--- src/rtl/snn_mem_pkg.sv ---
// Shared types and helpers for the snn_mem multi-port memory.
// The optional SNN_MEM_ADDR_CHECK_EN build uses ERR_CNT_W for its error counter.
package snn_mem_pkg;

  localparam int ERR_CNT_W = 8;

  typedef enum logic {SLOT_EMPTY, SLOT_FULL} slot_st_t;

  function automatic int addr_w(input int depth);
    return (depth > 1) ? $clog2(depth) : 1;
  endfunction

endpackage

--- src/rtl/snn_mem_rd_slot.sv ---
// One-entry registered response slot for a single read port.
// The request side stays open while the slot is empty or is being drained this cycle.
module snn_mem_rd_slot
  import snn_mem_pkg::*;
#(
  parameter int WIDTH = 8
) (
  input  logic             clk,
  input  logic             rst_n,
  input  logic             req_valid,
  output logic             req_ready,
  input  logic [WIDTH-1:0] load_data,
  output logic             rsp_valid,
  input  logic             rsp_ready,
  output logic [WIDTH-1:0] rsp_data
);

  slot_st_t         state_reg;
  slot_st_t         state_next;
  logic [WIDTH-1:0] data_reg;
  logic             req_fire;

  always_ff @(posedge clk or negedge rst_n) begin
    if (!rst_n) begin
      state_reg <= SLOT_EMPTY;
      data_reg  <= '0;
    end else begin
      state_reg <= state_next;
      if (req_fire) begin
        data_reg <= load_data;
      end
    end
  end

  always_comb begin
    req_ready  = rst_n && ((state_reg == SLOT_EMPTY) || rsp_ready);
    req_fire   = req_valid && req_ready;
    state_next = state_reg;
    case (state_reg)
      SLOT_EMPTY: if (req_fire) state_next = SLOT_FULL;
      SLOT_FULL:  if (rsp_ready && !req_fire) state_next = SLOT_EMPTY;
      default:    state_next = SLOT_EMPTY;
    endcase
  end

  assign rsp_valid = (state_reg == SLOT_FULL);
  assign rsp_data  = data_reg;

endmodule

--- src/rtl/snn_mem_mp.sv ---
// Multi-port SNN memory: one write channel, NUM_RD read channels with per-port response slots.
// Define SNN_MEM_ADDR_CHECK_EN to add the addr_err / err_cnt out-of-range reporting ports.
module snn_mem_mp
  import snn_mem_pkg::*;
#(
  parameter int WIDTH  = 8,
  parameter int DEPTH  = 16,
  parameter int NUM_RD = 2,
  parameter int ADDR_W = addr_w(DEPTH)
) (
  input  logic                     clk,
  input  logic                     rst_n,
  input  logic                     wr_valid,
  output logic                     wr_ready,
  input  logic [ADDR_W-1:0]        wr_addr,
  input  logic [WIDTH-1:0]         wr_data,
  input  logic [NUM_RD-1:0]        rd_req_valid,
  output logic [NUM_RD-1:0]        rd_req_ready,
  input  logic [NUM_RD*ADDR_W-1:0] rd_req_addr,
  output logic [NUM_RD-1:0]        rd_rsp_valid,
  input  logic [NUM_RD-1:0]        rd_rsp_ready,
  output logic [NUM_RD*WIDTH-1:0]  rd_rsp_data
`ifdef SNN_MEM_ADDR_CHECK_EN
  ,
  output logic                     addr_err,
  output logic [ERR_CNT_W-1:0]     err_cnt
`endif
);

  // One extra bit so DEPTH itself is representable when it is a power of two.
  localparam logic [ADDR_W:0] DEPTH_EXT = (ADDR_W + 1)'(DEPTH);

  logic [WIDTH-1:0]  mem [DEPTH];
  logic              wr_in_range;
  logic              wr_fire;
  logic [NUM_RD-1:0] rd_in_range;

  assign wr_ready    = rst_n;
  assign wr_in_range = ({1'b0, wr_addr} < DEPTH_EXT);
  assign wr_fire     = wr_valid && wr_ready && wr_in_range;

  // Words are reset individually, so the array is kept in flops.
  genvar gi;
  generate
    for (gi = 0; gi < DEPTH; gi++) begin : g_word
      always_ff @(posedge clk or negedge rst_n) begin
        if (!rst_n) begin
          mem[gi] <= '0;
        end else if (wr_fire && (wr_addr == ADDR_W'(gi))) begin
          mem[gi] <= wr_data;
        end
      end
    end

    for (gi = 0; gi < NUM_RD; gi++) begin : g_port
      logic [ADDR_W-1:0] rd_addr;
      logic [WIDTH-1:0]  load_data;

      assign rd_addr         = rd_req_addr[gi*ADDR_W +: ADDR_W];
      assign rd_in_range[gi] = ({1'b0, rd_addr} < DEPTH_EXT);

      // Same-cycle write to the same word is forwarded so the read sees the new data.
      always_comb begin
        load_data = '0;
        if (rd_in_range[gi]) begin
          if (wr_fire && (wr_addr == rd_addr)) begin
            load_data = wr_data;
          end else begin
            load_data = mem[rd_addr];
          end
        end
      end

      snn_mem_rd_slot #(
        .WIDTH(WIDTH)
      ) u_slot (
        .clk       (clk),
        .rst_n     (rst_n),
        .req_valid (rd_req_valid[gi]),
        .req_ready (rd_req_ready[gi]),
        .load_data (load_data),
        .rsp_valid (rd_rsp_valid[gi]),
        .rsp_ready (rd_rsp_ready[gi]),
        .rsp_data  (rd_rsp_data[gi*WIDTH +: WIDTH])
      );
    end
  endgenerate

`ifdef SNN_MEM_ADDR_CHECK_EN
  localparam int CNT_W = $clog2(NUM_RD + 2);

  logic [CNT_W-1:0]   err_now;
  logic [ERR_CNT_W:0] err_sum;

  always_comb begin
    err_now = CNT_W'(wr_valid && wr_ready && !wr_in_range);
    for (int i = 0; i < NUM_RD; i++) begin
      err_now = err_now + CNT_W'(rd_req_valid[i] && rd_req_ready[i] && !rd_in_range[i]);
    end
    err_sum = {1'b0, err_cnt} + (ERR_CNT_W + 1)'(err_now);
  end

  always_ff @(posedge clk or negedge rst_n) begin
    if (!rst_n) begin
      addr_err <= 1'b0;
      err_cnt  <= '0;
    end else begin
      addr_err <= (err_now != '0);
      err_cnt  <= err_sum[ERR_CNT_W] ? '1 : err_sum[ERR_CNT_W-1:0];
    end
  end
`endif

endmodule

--- config.mk ---
export PLATFORM = sky130hd
export DESIGN_NAME = snn_mem_mp
export DESIGN_NICKNAME = d
export VERILOG_FILES = /design/src/rtl/snn_mem_pkg.sv /design/src/rtl/snn_mem_rd_slot.sv /design/src/rtl/snn_mem_mp.sv
export SDC_FILE = /design/constraint.sdc
export NUM_CORES = 1
export LEC_CHECK = 0
export BUFFER_PORTS_ARGS = -buffer_cell sky130_fd_sc_hd__clkbuf_2
export CAP_MARGIN = 30
export CORE_ASPECT_RATIO = 1.75
export CORE_MARGIN = 1
export CORE_UTILIZATION = 35
export CTS_BUF_LIST = sky130_fd_sc_hd__clkbuf_8
export CTS_CLUSTER_SIZE = 10
export DETAILED_ROUTE_END_ITERATION = 10
export SYNTH_ARGS = -nofsm -noshare
export SYNTH_HDL_FRONTEND = slang
export SYNTH_SLANG_ARGS = --single-unit
--- constraint.sdc ---
create_clock -name clk -period 3.65 [get_ports clk]
set_input_delay 0 -clock clk [delete_from_list [all_inputs] [get_ports clk]]
set_output_delay 0 -clock clk [all_outputs]
set_load 0.02 [all_outputs]
==> impl_metrics.env <==
export IMPL_status="finished, final reports clean"
export IMPL_holdPathStages=2
export IMPL_grt_pass1_wl_mm=31.4
export IMPL_std_cell_rows=71
export IMPL_tns_ps=0
export IMPL_worst_setup_path_start_kind="flip-flop"
export IMPL_critPathLaunch="g_port[0].u_slot.rsp_valid"
export IMPL_hold_class="in2reg"
export IMPL_clockBufferDepth=2
export IMPL_drtPass1Iterations=4
export IMPL_cts_root_buf="clkbuf_8"
export IMPL_via_per_inst=5.59
export IMPL_hp_start="wr_data[7]"
export IMPL_hold_violations=0
export IMPL_worstPathArrival_ps=2290
export IMPL_drc=0
export IMPL_grt_start_max_net_pins=141
export IMPL_grt_pass1_vias=5386
export IMPL_nets=603
export IMPL_leakage_nw=3.76
export IMPL_area_growth_pct=12.5
export IMPL_syn_area_sq_um=7740
export IMPL_period_share=0.532
export IMPL_grt_usage=0.189
export IMPL_ys_warn_count=0
export IMPL_reg2reg_from="g_port[0].u_slot.rsp_valid"
export IMPL_antenna_left=0
export IMPL_netSwitchingFraction=0.287
export IMPL_start_util=0.359
export IMPL_core_area_sq_um=21600
export IMPL_antenna_found_initial=0
export IMPL_cts_buffers=17
export IMPL_yosys_register_bits=146
export IMPL_htreeDepth=4
export IMPL_power_frac_comb=0.217
export IMPL_fmaxAchievable_mhz=515
export IMPL_p_seq_frac=0.467
export IMPL_grt_busiest_layer="met2"
export IMPL_finClkSkew_ps=14.0
export IMPL_grt_met1_usage=0.214
export IMPL_hold_buffers=7
export IMPL_final_layout_size_suffix_gt1_frac=0.457
export IMPL_reg2reg_slack_ps=1710
export IMPL_synth_cells=546
export IMPL_internal_power_mw=3.33
export IMPL_place_congestion=0.829
export IMPL_path_clk_slew_ps=90
export IMPL_max_cap_violations=0
export IMPL_fin_crit_ps=1940
export IMPL_grt_met3_usage=0.0420
export IMPL_route_final_wire_length_mm=19.9
export IMPL_cts_repair_resized=0
export IMPL_wire_per_inst_um=22.6
export IMPL_cp_required_ps=4000
export IMPL_placed_cells=840
export IMPL_cts_sinks=146
export IMPL_io_buffers=47
export IMPL_drv_slew=0
export IMPL_worst_slew_pin_slew_ps=932
export IMPL_synth_cell_types=34
export IMPL_vias=4928
export IMPL_holdPathEnd="mem[31]"
export IMPL_cts_tree="yes"
export IMPL_synth_fp_nets=573
export IMPL_ir_drop_mv=0.227
export IMPL_die_h_um=199
export IMPL_cp_max_fo=11
export IMPL_p_sw_mw=1.34
export IMPL_io_pins=48
export IMPL_p_clk_frac=0.316
export IMPL_r2r_end="g_port[0].u_slot.rsp_data[7]"
export IMPL_dp_hpwl_mm=14.3
export IMPL_p_per_area_nw_per_um2=537
export IMPL_clk_latency_ps=450
export IMPL_setup_viol=0
export IMPL_stdcell_count=882
export IMPL_synth_seq_area_share=0.472
export IMPL_cts_setup_buffers=0
export IMPL_rsz0062_at_grt="no"
export IMPL_chipWidth_um=114
export IMPL_grt_overflow_total=0
export IMPL_crit_path_end_kind="flip-flop"
export IMPL_avgSynthCellArea_sq_um=14.2
export IMPL_crit_type="reg2reg"
export IMPL_worstRegToRegCells=4
export IMPL_first_iter_violations=388
export IMPL_grt_met2_usage=0.324
export IMPL_relSlewSlack=0.377
export IMPL_fp_dieArea_sq_um=22700
## flip-flops by register name (all words and copies together) (netlist names)
name	count
g_port.u_slot.rsp_data	16
g_port.u_slot.rsp_valid	2
mem	128
## synth_stat cells
cell type  instances  area (sq um)
a22o_1            32           280
a41o_1             2          20.0
and2_1             4          25.0
buf_1              3          11.3
buf_2             13          65.1
buf_4              7          52.6
buf_6              4          45.0
buf_8              1          15.0
clkbuf_1          20          75.1
clkbuf_2           1          5.00
dfrtp_1          146          3650
inv_1              8          30.0
mux2_2           112          1260
mux4_1             3          78.8
mux4_2            61          1370
nand2_1           37           139
nand2b_1           7          43.8
nand3_1            2          10.0
nand4_1            1          6.26
nand4b_1           1          8.76
nand4b_4           1          23.8
nand4bb_1          2          22.5
nor2_1            19          71.3
nor2_2             9          56.3
nor2b_1            4          25.0
nor3_1             3          15.0
nor3_2             1          10.0
nor4_4             1          21.3
o21ai_0           10          50.1
o21ai_1            6          30.0
o221ai_1          16           140
or3_1              1          6.26
xnor2_1            2          17.5
xor2_1             6          52.6
## through the flow
step | setup slack [ps] | area, sq um | hold slack (ps) | util | power, mW
after detailed placement | 1420 | 8120 | -144 | 0.376 | 3.22
after global placement | 1480 | 8120 | -148 | 0.376 | 3.16
after CTS | 1660 | 8660 | 13.3 | 0.401 | 4.72
final | 1710 | 8710 | 54.2 | 0.403 | 4.67
after global routing | 1480 | 8700 | 33.4 | 0.403 | 4.91
after floorplan | 2230 | 7740 | -296 | - | 2.89
## power by group through the flow
stage                     Sequential [mW]  Combinational [mW]  Clock (mW)
after global routing                 2.23                1.10        1.58
after CTS                            2.18                1.02        1.52
final                                2.18                1.01        1.48
after floorplan                      2.17               0.722           0
after detailed placement             2.21                1.01           0
after global placement               2.19               0.974           0
## worst max path at each step
stage                              endpoint  slack (ps)  cells past startpoint
4_1_cts        g_port[0].u_slot.rsp_data[0]        1660                      4
3_5_place_dp   g_port[0].u_slot.rsp_data[2]        1420                      6
3_3_place_gp   g_port[0].u_slot.rsp_data[2]        1480                      6
6_report       g_port[0].u_slot.rsp_data[7]        1710                      4
5_1_grt        g_port[0].u_slot.rsp_data[7]        1480                      4
2_1_floorplan  g_port[1].u_slot.rsp_data[3]        2230                      6
## logic make-up (layout without fill, tap and decap cells)
group / Yosys count / in the layout / share of synthesized area
XOR/XNOR: 8 / 8 / 0.00905
buffers and inverters: 57 / 100 / 0.0386
multiplexers: 176 / 176 / 0.351
AND/OR/NAND/NOR: 93 / 93 / 0.0625
AO/OA/AOI/OAI: 66 / 66 / 0.0672
other: 0 / 1 / 0
flip-flops: 146 / 146 / 0.472
## area by class of cell
cell class	count	area [sq um]
Antenna cell	1	2.50
Clock buffer	17	234
Clock inverter	15	231
Fill cell	1985	12900
Inverter	8	30.0
Multi-Input combinational cell	343	3790
Sequential cell	146	3650
Tap cell	292	365
Timing Repair Buffer	60	402
## metal layers
| metal | wire length [um] | part of all wire |
|---|---|---|
| met5 | 0 | 0 |
| met4 | 998 | 0.050 |
| met3 | 978 | 0.049 |
| met2 | 10500 | 0.53 |
| met1 | 7440 | 0.37 |
## worst max-delay path: stages, from the launching register on
cell	delay, ps
dfrtp_1	380
nand2b_1	110
nand3_1	370
nand4bb_1	620
o221ai_1	370
## cells in the final DEF, fill, tap and decap left out, types with 3 or more instances in the layout
cell	n
clkbuf_2	46
mux4_2	61
inv_1	9
o21ai_0	10
clkbuf_8	17
mux4_1	3
mux2_2	112
and2_1	4
inv_6	3
o21ai_1	6
nor2_2	9
a22o_1	32
nand2b_1	7
clkinv_4	5
bufinv_16	5
o221ai_1	16
xor2_1	6
dfrtp_1	146
nor2b_1	4
nor2_1	19
dlygate4sd3_1	7
buf_4	3
nor3_1	3
nand2_1	37
Power figures use the tool's default switching activity.
